File: src/rtl/game_pkg.sv
// Shared encodings for the morse guessing game controller.
// States, player2 per-symbol result codes and morse symbols.
package game_pkg;

    typedef enum logic [2:0] {
        IDLE      = 3'd0,
        P1_ENTRY  = 3'd1,
        P2_GUESS  = 3'd2,
        ROUND_WIN = 3'd3,
        GAME_OVER = 3'd4
    } state_t;

    localparam logic [1:0] NEUTRAL   = 2'b00;
    localparam logic [1:0] CORRECT   = 2'b01;
    localparam logic [1:0] INCORRECT = 2'b10;

    localparam logic [1:0] MORSE_NONE = 2'b00;
    localparam logic [1:0] MORSE_DOT  = 2'b01;
    localparam logic [1:0] MORSE_LINE = 2'b10;

endpackage

File: src/rtl/round_timer.sv
// Per-attempt countdown; expired flags the tick that takes it to zero,
// so the controller reloads it in that same cycle.
module round_timer
    import game_pkg::*;
#(
    parameter int TIME_LIMIT = 30
) (
    input  logic       clock,
    input  logic       resetn,
    input  logic       load,
    input  logic       tick,
    output logic [5:0] value,
    output logic       expired
);

    assign expired = tick && (value <= 6'd1);

    always_ff @(posedge clock) begin
        if (!resetn) begin
            value <= '0;
        end else if (load) begin
            value <= 6'(TIME_LIMIT);
        end else if (tick && value != '0) begin
            value <= value - 6'd1;
        end
    end

endmodule

File: src/rtl/game_ctrl.sv
// Game sequencing FSM: player1 enters a code, player2 guesses it
// within a time and lives budget, over a fixed number of rounds.
module game_ctrl
    import game_pkg::*;
#(
    parameter int MAX_LIVES  = 3,
    parameter int TIME_LIMIT = 30,
    parameter int MAX_ROUNDS = 9
) (
    input  logic       clock,
    input  logic       resetn,
    input  logic       start,
    input  logic       tick,
    input  logic       p1_done,
    input  logic [9:0] p1_value,
    input  logic [1:0] p2_correct,
    input  logic       p2_complete,
    output logic       p1_en,
    output logic       p2_en,
    output logic       p2_clear,
    output logic [9:0] code,
    output logic [2:0] lives,
    output logic [3:0] round,
    output logic [5:0] timer,
    output logic [2:0] state,
    output logic       win,
    output logic       lose
);

    state_t     cur, nxt;
    logic [9:0] code_n;
    logic [2:0] lives_n;
    logic [3:0] round_n;
    logic       win_n, lose_n, clear_n;
    logic       load, tick_en, expired, miss;

    // A completed guess freezes the countdown so it cannot also expire.
    assign tick_en = (cur == P2_GUESS) && tick && !p2_complete;
    assign miss    = (p2_correct == INCORRECT);
    assign state   = cur;

    round_timer #(
        .TIME_LIMIT(TIME_LIMIT)
    ) u_timer (
        .clock  (clock),
        .resetn (resetn),
        .load   (load),
        .tick   (tick_en),
        .value  (timer),
        .expired(expired)
    );

    always_comb begin
        nxt     = cur;
        code_n  = code;
        lives_n = lives;
        round_n = round;
        win_n   = win;
        lose_n  = lose;
        clear_n = 1'b0;
        load    = 1'b0;
        unique case (cur)
            IDLE: begin
                if (start) begin
                    lives_n = 3'(MAX_LIVES);
                    round_n = 4'd1;
                    nxt     = P1_ENTRY;
                end
            end
            P1_ENTRY: begin
                if (p1_done && p1_value != '0) begin
                    code_n  = p1_value;
                    load    = 1'b1;
                    clear_n = 1'b1;
                    nxt     = P2_GUESS;
                end
            end
            P2_GUESS: begin
                if (p2_complete) begin
                    nxt = ROUND_WIN;
                end else if (miss || expired) begin
                    lives_n = (lives != '0) ? lives - 3'd1 : 3'd0;
                    load    = 1'b1;
                    clear_n = 1'b1;
                    if (lives <= 3'd1) begin
                        nxt    = GAME_OVER;
                        lose_n = 1'b1;
                    end
                end
            end
            ROUND_WIN: begin
                if (round >= 4'(MAX_ROUNDS)) begin
                    nxt   = GAME_OVER;
                    win_n = 1'b1;
                end else begin
                    round_n = round + 4'd1;
                    clear_n = 1'b1;
                    nxt     = P1_ENTRY;
                end
            end
            GAME_OVER: begin
                if (start) begin
                    lives_n = 3'(MAX_LIVES);
                    round_n = 4'd1;
                    win_n   = 1'b0;
                    lose_n  = 1'b0;
                    nxt     = P1_ENTRY;
                end
            end
            default: nxt = IDLE;
        endcase
    end

    always_ff @(posedge clock) begin
        if (!resetn) begin
            cur      <= IDLE;
            code     <= '0;
            lives    <= '0;
            round    <= '0;
            win      <= 1'b0;
            lose     <= 1'b0;
            p2_clear <= 1'b0;
            p1_en    <= 1'b0;
            p2_en    <= 1'b0;
        end else begin
            cur      <= nxt;
            code     <= code_n;
            lives    <= lives_n;
            round    <= round_n;
            win      <= win_n;
            lose     <= lose_n;
            p2_clear <= clear_n;
            p1_en    <= (nxt == P1_ENTRY);
            p2_en    <= (nxt == P2_GUESS);
        end
    end

endmodule

File: config.mk
export PLATFORM = sky130hd
export DESIGN_NAME = game_ctrl
export DESIGN_NICKNAME = d
export VERILOG_FILES = /design/src/rtl/game_pkg.sv /design/src/rtl/round_timer.sv /design/src/rtl/game_ctrl.sv
export SDC_FILE = /design/constraint.sdc
export NUM_CORES = 1
export LEC_CHECK = 0
export ABC_AREA = 1
export BUFFER_PORTS_ARGS = -buffer_cell sky130_fd_sc_hd__clkbuf_2
export CAP_MARGIN = 20
export CORE_ASPECT_RATIO = 0.8
export CORE_MARGIN = 8
export CORE_UTILIZATION = 39
export CTS_CLUSTER_SIZE = 30
export DETAILED_ROUTE_END_ITERATION = 10
export PLACE_DENSITY = 0.72
export SYNTH_ARGS = -nofsm -noshare
export SYNTH_HDL_FRONTEND = slang
export SYNTH_SLANG_ARGS = --single-unit
export TNS_END_PERCENT = 20
File: constraint.sdc
create_clock -name clock -period 1.6 [get_ports clock]
set_input_delay 0 -clock clock [delete_from_list [all_inputs] [get_ports clock]]
set_output_delay 0 -clock clock [all_outputs]
set_load 0.005 [all_outputs]
==> flow_metrics.env, run 1 <==
export IMPL_worstSetupStartpoint="round[1]$_SDFFE_PN0P_"
export IMPL_grt_pass1_vias=1427
export IMPL_relSlewSlack=0.727
export IMPL_hold_violations=0
export IMPL_slew_viol_final=0
export IMPL_p_per_area_mw_per_mm2=950
export IMPL_grt_pass1_wl_um=6300
export IMPL_critPathArrivalTime_ns=1.64
export IMPL_syn_area_per_cell_um2=7.40
export IMPL_synth_seq_cells=31
export IMPL_gp_congestion=0.872
export IMPL_nets=303
export IMPL_clock_latency_ns=0.28
export IMPL_cts_clk_slew_worst_paths_ns=0.06
export IMPL_min_period_ns=1.46
export IMPL_drt_pass1_iterations=4
export IMPL_io_buffers=48
export IMPL_htree_levels=2
export IMPL_drtIter0Drc=37
export IMPL_antenna_cells=0
export IMPL_seq_area_frac_synth=0.381
export IMPL_finalNonFillerCells=334
export IMPL_die_area_mm2=0.00651
export IMPL_irDropWorstVdd_v=0.000619
export IMPL_placed_cells=322
export IMPL_start_util=0.397
export IMPL_synth_cell_types=29
export IMPL_tns_ns=0
export IMPL_layout_setup_ws_ns=0.135
export IMPL_via_per_inst=4.49
export IMPL_vias=1500
export IMPL_grt_usage=0.124
export IMPL_ant_nets=0
export IMPL_end_kind="flip-flop"
export IMPL_crit_path_end="p1_en$_SDFF_PN0_"
export IMPL_holdCritPathClass="input port to flip-flop"
export IMPL_multiInputGateArea_um2=846
export IMPL_syn_inst=220
export IMPL_grt_max_degree=22
export IMPL_io_pins=49
export IMPL_postCtsSetupBuffers=0
export IMPL_area_delta_synth_final_pct=27.4
export IMPL_fin_skew_ns=0.00426
export IMPL_cts_root_buf="clkbuf_8"
export IMPL_routed_wl_um=3650
export IMPL_outcome="completed"
export IMPL_worstPathMaxFanout=5
export IMPL_netlist_area_mm2=0.00163
export IMPL_syn_nets=246
export IMPL_die_x_um=88.2
export IMPL_drive_above_1_share=0.296
export IMPL_fin_crit_sh=0.916
export IMPL_hpwl_um=2840
export IMPL_ys_warnings_count=0
export IMPL_coreArea_mm2=0.00410
export IMPL_fp_dieH_um=73.8
export IMPL_path_class="flip-flop to flip-flop"
export IMPL_r2r_slack_ns=0.14
export IMPL_r2r_end="p1_en$_SDFF_PN0_"
export IMPL_layout_common_cells="48 x clkbuf_2, 38 x nand2_1, 31 x inv_1"
export IMPL_cts_tree="yes"
export IMPL_overflow=0
export IMPL_register_area_um2=624
export IMPL_wire_per_inst_um=10.9
export IMPL_antenna_found_initial=0
export IMPL_p_total_mw=1.97
export IMPL_nFillCells=422
export IMPL_drc=0
export IMPL_post_route_util=0.506
export IMPL_p_leak_nw=1.01
export IMPL_rows=21
export IMPL_setup_viol=0
export IMPL_worst_setup_path_start_kind="flip-flop"
export IMPL_layout_commonest_cell="clkbuf_2"
export IMPL_cts_made_buffers=5
export IMPL_cts_max_path_buffers=2
export IMPL_min_from="p1_value[7]"
export IMPL_required_ns=1.77
export IMPL_fmax_ghz=0.683
export IMPL_rsz0062_at_grt="yes"
export IMPL_post_place_ws_ns=0.107
export IMPL_cap_violations=0
export IMPL_reg2reg_from="round[1]$_SDFFE_PN0P_"
export IMPL_reg2regPathDepth=8
export IMPL_tightest_slew_ns=0.410
export IMPL_clock_sinks=31
-- metrics by stage --
stage | hold WS, ns | cell area [µm²]
6_report | 0.00708 | 2070
5_1_grt | 0.0211 | 2070
4_1_cts | 0.000576 | 2060
3_5_place_dp | 0.288 | 1920
3_3_place_gp | 0.280 | 1920
2_1_floorplan | 0.173 | 1630
-- where the power goes --
part	internal (mW)	switching, mW
clock	0.337	0.270
combinational	0.196	0.274
sequential	0.838	0.0549
total	1.37	0.599
-- Yosys cell counts --
master | count | area [µm²]
dfxtp_1 | 31 | 621
buf_2 | 2 | 10.0
a21oi_1 | 20 | 100
inv_1 | 31 | 116
o21ai_0 | 4 | 20.0
nand3_1 | 11 | 55.1
o21ai_1 | 11 | 55.1
clkinv_1 | 1 | 3.75
or2_0 | 1 | 6.26
a211oi_1 | 1 | 7.51
nand2_1 | 38 | 143
nand3_4 | 1 | 17.5
and2_0 | 1 | 6.26
xor2_1 | 1 | 8.76
nor2_1 | 28 | 105
buf_1 | 1 | 3.75
nand4_1 | 4 | 25.0
nor2_2 | 3 | 18.8
nor3_2 | 2 | 20.0
nor2_8 | 1 | 20.0
nand3_2 | 3 | 30.0
a21boi_4 | 1 | 18.8
a21oi_2 | 2 | 17.5
ha_1 | 8 | 100
a31oi_1 | 1 | 6.26
nand2_4 | 4 | 45.0
inv_2 | 5 | 18.8
buf_6 | 1 | 11.3
xnor2_1 | 2 | 17.5
-- cell families after synthesis --
kind of cell / Yosys count / synth area share
buffers and inverters: 41 / 0.101
DFF: 31 / 0.381
xor gates and xnor gates: 3 / 0.0161
and+or+nand+nor: 97 / 0.302
AOI/OAI and AO/OA: 40 / 0.138
adders and majority gates: 8 / 0.0615
-- layer usage --
metal / track usage / vias up / share of wire
met5: 0 / - / 0
met4: 0.0467 / 0 / 0.013
met3: 0.0480 / 6 / 0.077
met2: 0.194 / 44 / 0.45
met1: 0.150 / 637 / 0.46
li1: - / 813 / -
-- what timing repair did --
action	in CTS	in global routing
endpoints found under the hold margin	5	0
hold buffers	5	0
resized for setup	0	6
setup endpoints to repair	0	18
-- worst min path at each step --
stage,to,cells past startpoint
after CTS,code[0]$_SDFFE_PN0P_,3
final,code[7]$_SDFFE_PN0P_,3
after floorplan,code[0]$_SDFFE_PN0P_,2
after detailed placement,code[1]$_SDFFE_PN0P_,3
after global placement,code[6]$_SDFFE_PN0P_,3
after global routing,code[0]$_SDFFE_PN0P_,3
-- critical path: stages, from the launching register on --
cell      delay (ns)
dfxtp_1         0.37
inv_1           0.09
ha_1            0.18
nand3_1         0.10
nand2_1         0.12
a21boi_4        0.21
nand3_1         0.12
nand2_1         0.11
nor2_1          0.06
-- area by class of cell --
cell class                      instances  share of cell area
Clock inverter                          1             0.00241
Timing Repair Buffer                   54               0.147
Clock buffer                            6              0.0398
Tap cell                               57              0.0344
Sequential cell                        31               0.301
Inverter                               37              0.0670
Multi-Input combinational cell        148               0.408
-- registers in the layout (all words and copies together), names as in the netlist --
register	flops
code	10
u_timer.value	6
round	4
p2_clear	1
state	3
p1_en	1
win	1
p2_en	1
lives	3
lose	1
No activity file was read; power rests on OpenSTA's default activity.
==> run 2, diff against run 1 <==
CORE_UTILIZATION = 40   (was 39)
PLACE_DENSITY = 0.74   (was 0.72)
==> flow_metrics.env, run 2 (same netlist as run 1, synthesis figures left out) <==
export IMPL_outcome="completed"
export IMPL_hold_violations=0
export IMPL_io_pins=49
export IMPL_routed_wl_um=3790
export IMPL_nets=303
export IMPL_drive_above_1_share=0.297
export IMPL_worstSetupStartpoint="u_timer.value[0]$_SDFFE_PP0P_"
export IMPL_fp_dieH_um=73.1
export IMPL_p_leak_nw=1.00
export IMPL_drc=0
export IMPL_wire_per_inst_um=11.4
export IMPL_layout_common_cells="48 x clkbuf_2, 38 x nand2_1, 31 x inv_1"
export IMPL_r2r_slack_ns=0.14
export IMPL_min_period_ns=1.46
export IMPL_io_buffers=48
export IMPL_relSlewSlack=0.728
export IMPL_start_util=0.422
export IMPL_fmax_ghz=0.686
export IMPL_drt_pass1_iterations=4
export IMPL_worst_setup_path_start_kind="flip-flop"
export IMPL_p_total_mw=1.93
export IMPL_postCtsSetupBuffers=0
export IMPL_via_per_inst=4.73
export IMPL_reg2reg_from="u_timer.value[0]$_SDFFE_PP0P_"
export IMPL_register_area_um2=624
export IMPL_nFillCells=397
export IMPL_antenna_found_initial=0
export IMPL_p_per_area_mw_per_mm2=939
export IMPL_clock_latency_ns=0.28
export IMPL_end_kind="flip-flop"
export IMPL_die_area_mm2=0.00638
export IMPL_post_route_util=0.533
export IMPL_cts_root_buf="clkbuf_8"
export IMPL_place_area_mm2=0.00193
export IMPL_overflow=0
export IMPL_irDropWorstVdd_v=0.000402
export IMPL_grt_pass1_vias=1494
export IMPL_finalNonFillerCells=331
export IMPL_critPathArrivalTime_ns=1.63
export IMPL_fin_skew_ns=0.00624
export IMPL_path_class="flip-flop to flip-flop"
export IMPL_antenna_cells=0
export IMPL_reg2regPathDepth=11
export IMPL_vias=1565
export IMPL_coreArea_mm2=0.00385
export IMPL_cts_tree="yes"
export IMPL_worstPathMaxFanout=5
export IMPL_placed_cells=321
export IMPL_crit_path_end="u_timer.value[5]$_SDFFE_PP0P_"
export IMPL_cts_max_path_buffers=2
export IMPL_top_regs="code: 10 flops, u_timer.value: 6 flops, round: 4 flops"
export IMPL_tightest_slew_ns=0.408
export IMPL_gp_congestion=0.777
export IMPL_die_x_um=87.3
export IMPL_grt_pass1_wl_um=6500
export IMPL_rows=20
export IMPL_rsz0062_at_grt="no"
export IMPL_cap_violations=0
export IMPL_cts_made_buffers=5
export IMPL_tns_ns=0
export IMPL_final_cell_area_mm2=0.00205
export IMPL_holdCritPathClass="input port to flip-flop"
export IMPL_drtIter0Drc=68
export IMPL_clock_sinks=31
export IMPL_regMostFlops="code"
export IMPL_area_delta_synth_final_pct=26.1
export IMPL_required_ns=1.77
export IMPL_multiInputGateArea_um2=850
export IMPL_setup_viol=0
export IMPL_grt_usage=0.129
export IMPL_layout_commonest_cell="clkbuf_2"
export IMPL_htree_levels=2
export IMPL_grt_max_degree=22
export IMPL_largest_reg_flops=10
export IMPL_r2r_end="u_timer.value[5]$_SDFFE_PP0P_"
export IMPL_cts_clk_slew_worst_paths_ns=0.06
export IMPL_slew_viol_final=0
export IMPL_hpwl_um=3030
export IMPL_ant_nets=0
export IMPL_fin_crit_sh=0.911
[run 2: cell type report]
type                    count  share of cell area
clock buffers               6              0.0353
inverters                  37              0.0676
multi-input cells         148               0.414
flip-flops and latches     31               0.304
well taps                  55              0.0335
repair buffers             54               0.146
[run 2: power breakdown]
group          switching (mW)  internal, mW
clock network           0.271         0.289
logic                   0.280         0.196
registers              0.0526         0.838
total                   0.604          1.32
[run 2: per-layer routing]
metal	vias to the layer above	GRT usage	share of wire
li1	809	-	-
met4	0	0.0570	0.018
met2	44	0.202	0.44
met5	-	0	0
met3	7	0.0495	0.077
met1	705	0.152	0.46
[run 2: worst max-delay path, cell delays in order, from the launching register on]
cell     delay, ns
dfxtp_2       0.33
inv_1         0.13
ha_2          0.21
nor2_1        0.06
nor2_2        0.14
nand2_4       0.07
nand2_4       0.08
nand2_4       0.06
nand2_4       0.08
inv_2         0.04
nand2_1       0.09
a21oi_1       0.05
[run 2: metrics by stage]
stage / hold WS, ns / worst slack [ns]
2_1_floorplan: 0.173 / 0.208
3_3_place_gp: 0.281 / 0.140
3_5_place_dp: 0.292 / 0.105
4_1_cts: 0.00237 / 0.0915
5_1_grt: 0.0127 / 0.00769
6_report: 0.00834 / 0.142
[run 2: worst min path at each step]
| stage | startpoint | end | cells after the start |
|---|---|---|---|
| 4_1_cts | p1_value[7] | code[7]$_SDFFE_PN0P_ | 3 |
| 3_5_place_dp | p1_value[3] | code[3]$_SDFFE_PN0P_ | 3 |
| 5_1_grt | p1_value[7] | code[7]$_SDFFE_PN0P_ | 3 |
| 2_1_floorplan | p1_value[0] | code[0]$_SDFFE_PN0P_ | 2 |
| 3_3_place_gp | p1_value[2] | code[2]$_SDFFE_PN0P_ | 3 |
| 6_report | p1_value[8] | code[8]$_SDFFE_PN0P_ | 3 |
[run 2: repair_timing]
item / CTS / global route
hold endpoints to repair: 4 / 0
resized for setup: 0 / 6
hold buffers: 4 / 0
setup endpoints to repair: 0 / 10
==> run 3, diff against run 2 <==
==> constraint.sdc (replaced) <==
create_clock -name clock -period 1.6 [get_ports clock]
set_input_delay 0 -clock clock [delete_from_list [all_inputs] [get_ports clock]]
set_output_delay 0 -clock clock [all_outputs]
set_load 0.1 [all_outputs]
==> flow_metrics.env, run 3 (same netlist as run 1, synthesis figures left out) <==
export IMPL_setup_viol=0
export IMPL_cts_made_buffers=5
export IMPL_path_class="flip-flop to flip-flop"
export IMPL_nets=303
export IMPL_area_delta_synth_final_pct=29.0
export IMPL_hpwl_um=2980
export IMPL_cts_max_path_buffers=2
export IMPL_slew_viol_final=0
export IMPL_rsz0062_at_grt="no"
export IMPL_critPathArrivalTime_ns=1.62
export IMPL_place_area_mm2=0.00196
export IMPL_layout_setup_ws_ns=0.156
export IMPL_irDropWorstVdd_v=0.000671
export IMPL_cap_violations=0
export IMPL_io_buffers=48
export IMPL_cts_root_buf="clkbuf_8"
export IMPL_die_area_mm2=0.00638
export IMPL_hold_violations=0
export IMPL_layout_common_cells="48 x clkbuf_2, 38 x nand2_1, 30 x inv_1"
export IMPL_relSlewSlack=0.633
export IMPL_post_place_ws_ns=0.175
export IMPL_top_regs="code: 10 flops, u_timer.value: 6 flops, round: 4 flops"
export IMPL_fmax_ghz=0.692
export IMPL_drtIter0Drc=56
export IMPL_finalNonFillerCells=333
export IMPL_htree_levels=2
export IMPL_post_route_util=0.545
export IMPL_regMostFlops="code"
export IMPL_drc=0
export IMPL_worstSetupStartpoint="u_timer.value[1]$_SDFFE_PN0P_"
export IMPL_tightest_slew_ns=0.552
export IMPL_layout_commonest_cell="clkbuf_2"
export IMPL_routed_wl_um=3800
export IMPL_clock_latency_ns=0.28
export IMPL_placed_cells=321
export IMPL_grt_pass1_vias=1481
export IMPL_fin_skew_ns=0.00252
export IMPL_gp_congestion=0.829
export IMPL_min_period_ns=1.44
export IMPL_wl_met3_um=273
export IMPL_wl_met2_um=1670
export IMPL_top_layer="met4"
export IMPL_overflow=0
export IMPL_p_leak_nw=1.02
export IMPL_grt_usage=0.125
export IMPL_ant_nets=0
export IMPL_start_util=0.422
export IMPL_antenna_found_initial=0
export IMPL_vias=1552
export IMPL_worstPathMaxFanout=4
export IMPL_grt_pass1_wl_um=6360
export IMPL_reg2reg_from="u_timer.value[1]$_SDFFE_PN0P_"
export IMPL_outcome="completed"
export IMPL_drive_above_1_share=0.342
export IMPL_holdCritPathClass="input port to flip-flop"
export IMPL_end_kind="flip-flop"
export IMPL_postCtsSetupBuffers=0
export IMPL_clock_sinks=31
export IMPL_min_from="p1_value[3]"
export IMPL_cts_clk_slew_worst_paths_ns=0.06
export IMPL_p_per_area_mw_per_mm2=1190
export IMPL_fp_dieH_um=73.1
export IMPL_tns_ns=0
export IMPL_required_ns=1.78
export IMPL_coreArea_mm2=0.00385
export IMPL_via_per_inst=4.66
export IMPL_io_pins=49
export IMPL_wl_met1_um=1800
export IMPL_final_cell_area_mm2=0.00210
export IMPL_largest_reg_flops=10
export IMPL_fin_crit_sh=0.903
export IMPL_rows=20
export IMPL_wire_per_inst_um=11.4
export IMPL_cts_tree="yes"
export IMPL_grt_max_degree=21
export IMPL_drt_pass1_iterations=4
export IMPL_antenna_cells=0
export IMPL_worst_setup_path_start_kind="flip-flop"
export IMPL_die_x_um=87.3
==> run 3: cell count changes in the layout (fill, tap and decap cells not counted), sizes merged <==
cell    change
clkbuf      +2
==> run 3: power by group <==
| group | leakage, nW | switching, mW | internal, mW |
|---|---|---|---|
| sequential | 0.260 | 0.0559 | 0.843 |
| clock | 0.0515 | 0.286 | 0.392 |
| combinational | 0.712 | 0.733 | 0.195 |
==> run 3: stage by stage <==
step / total power, mW / hold slack [ns]
floorplan: 1.68 / 0.174
global placement: 1.83 / 0.281
detailed placement: 1.84 / 0.291
CTS: 2.53 / 0.00127
global route: 2.64 / 0.0187
finish: 2.51 / 0.000133
==> run 3: worst max-delay path, cell delays in order (launching register included) <==
cell	delay [ns]
dfxtp_4	0.35
inv_1	0.09
ha_1	0.20
nor2_1	0.07
nor2_2	0.14
nand2_4	0.07
nand2_4	0.07
nand2_1	0.06
nand2_1	0.07
nand3_1	0.08
nand2_1	0.10
nor2_1	0.04
==> run 3: repair_timing <==
item | 4_1_cts | 5_1_grt
setup endpoints to repair | 0 | 1
hold buffers | 4 | 0
hold endpoints to repair | 4 | 0
resized for setup | 0 | 1
==> run 3: final timing paths <==
check / end / depth (start not counted) / slack [ns]
max: p2_en$_SDFF_PN0_ / 11 / 0.16
min: code[3]$_SDFFE_PN0P_ / 3 / 0.0001
max reg2reg: p2_en$_SDFF_PN0_ / 11 / 0.16
min reg2reg: code[4]$_SDFFE_PN0P_ / 2 / 0.45
==> run 3: final cells by class <==
cell class / instances / area, µm²
timing repair buffer: 54 / 299
tap: 55 / 68.8
clock buffer: 8 / 100
multi-input combinational: 148 / 843
inverter: 37 / 139
sequential: 31 / 649
fill: 400 / 1750
==> run 3: metal layers <==
metal  up-vias  GRT usage
met5         -          0
met4         0     0.0570
met3         7     0.0450
met2        35      0.201
met1       699      0.145
li1        811          -
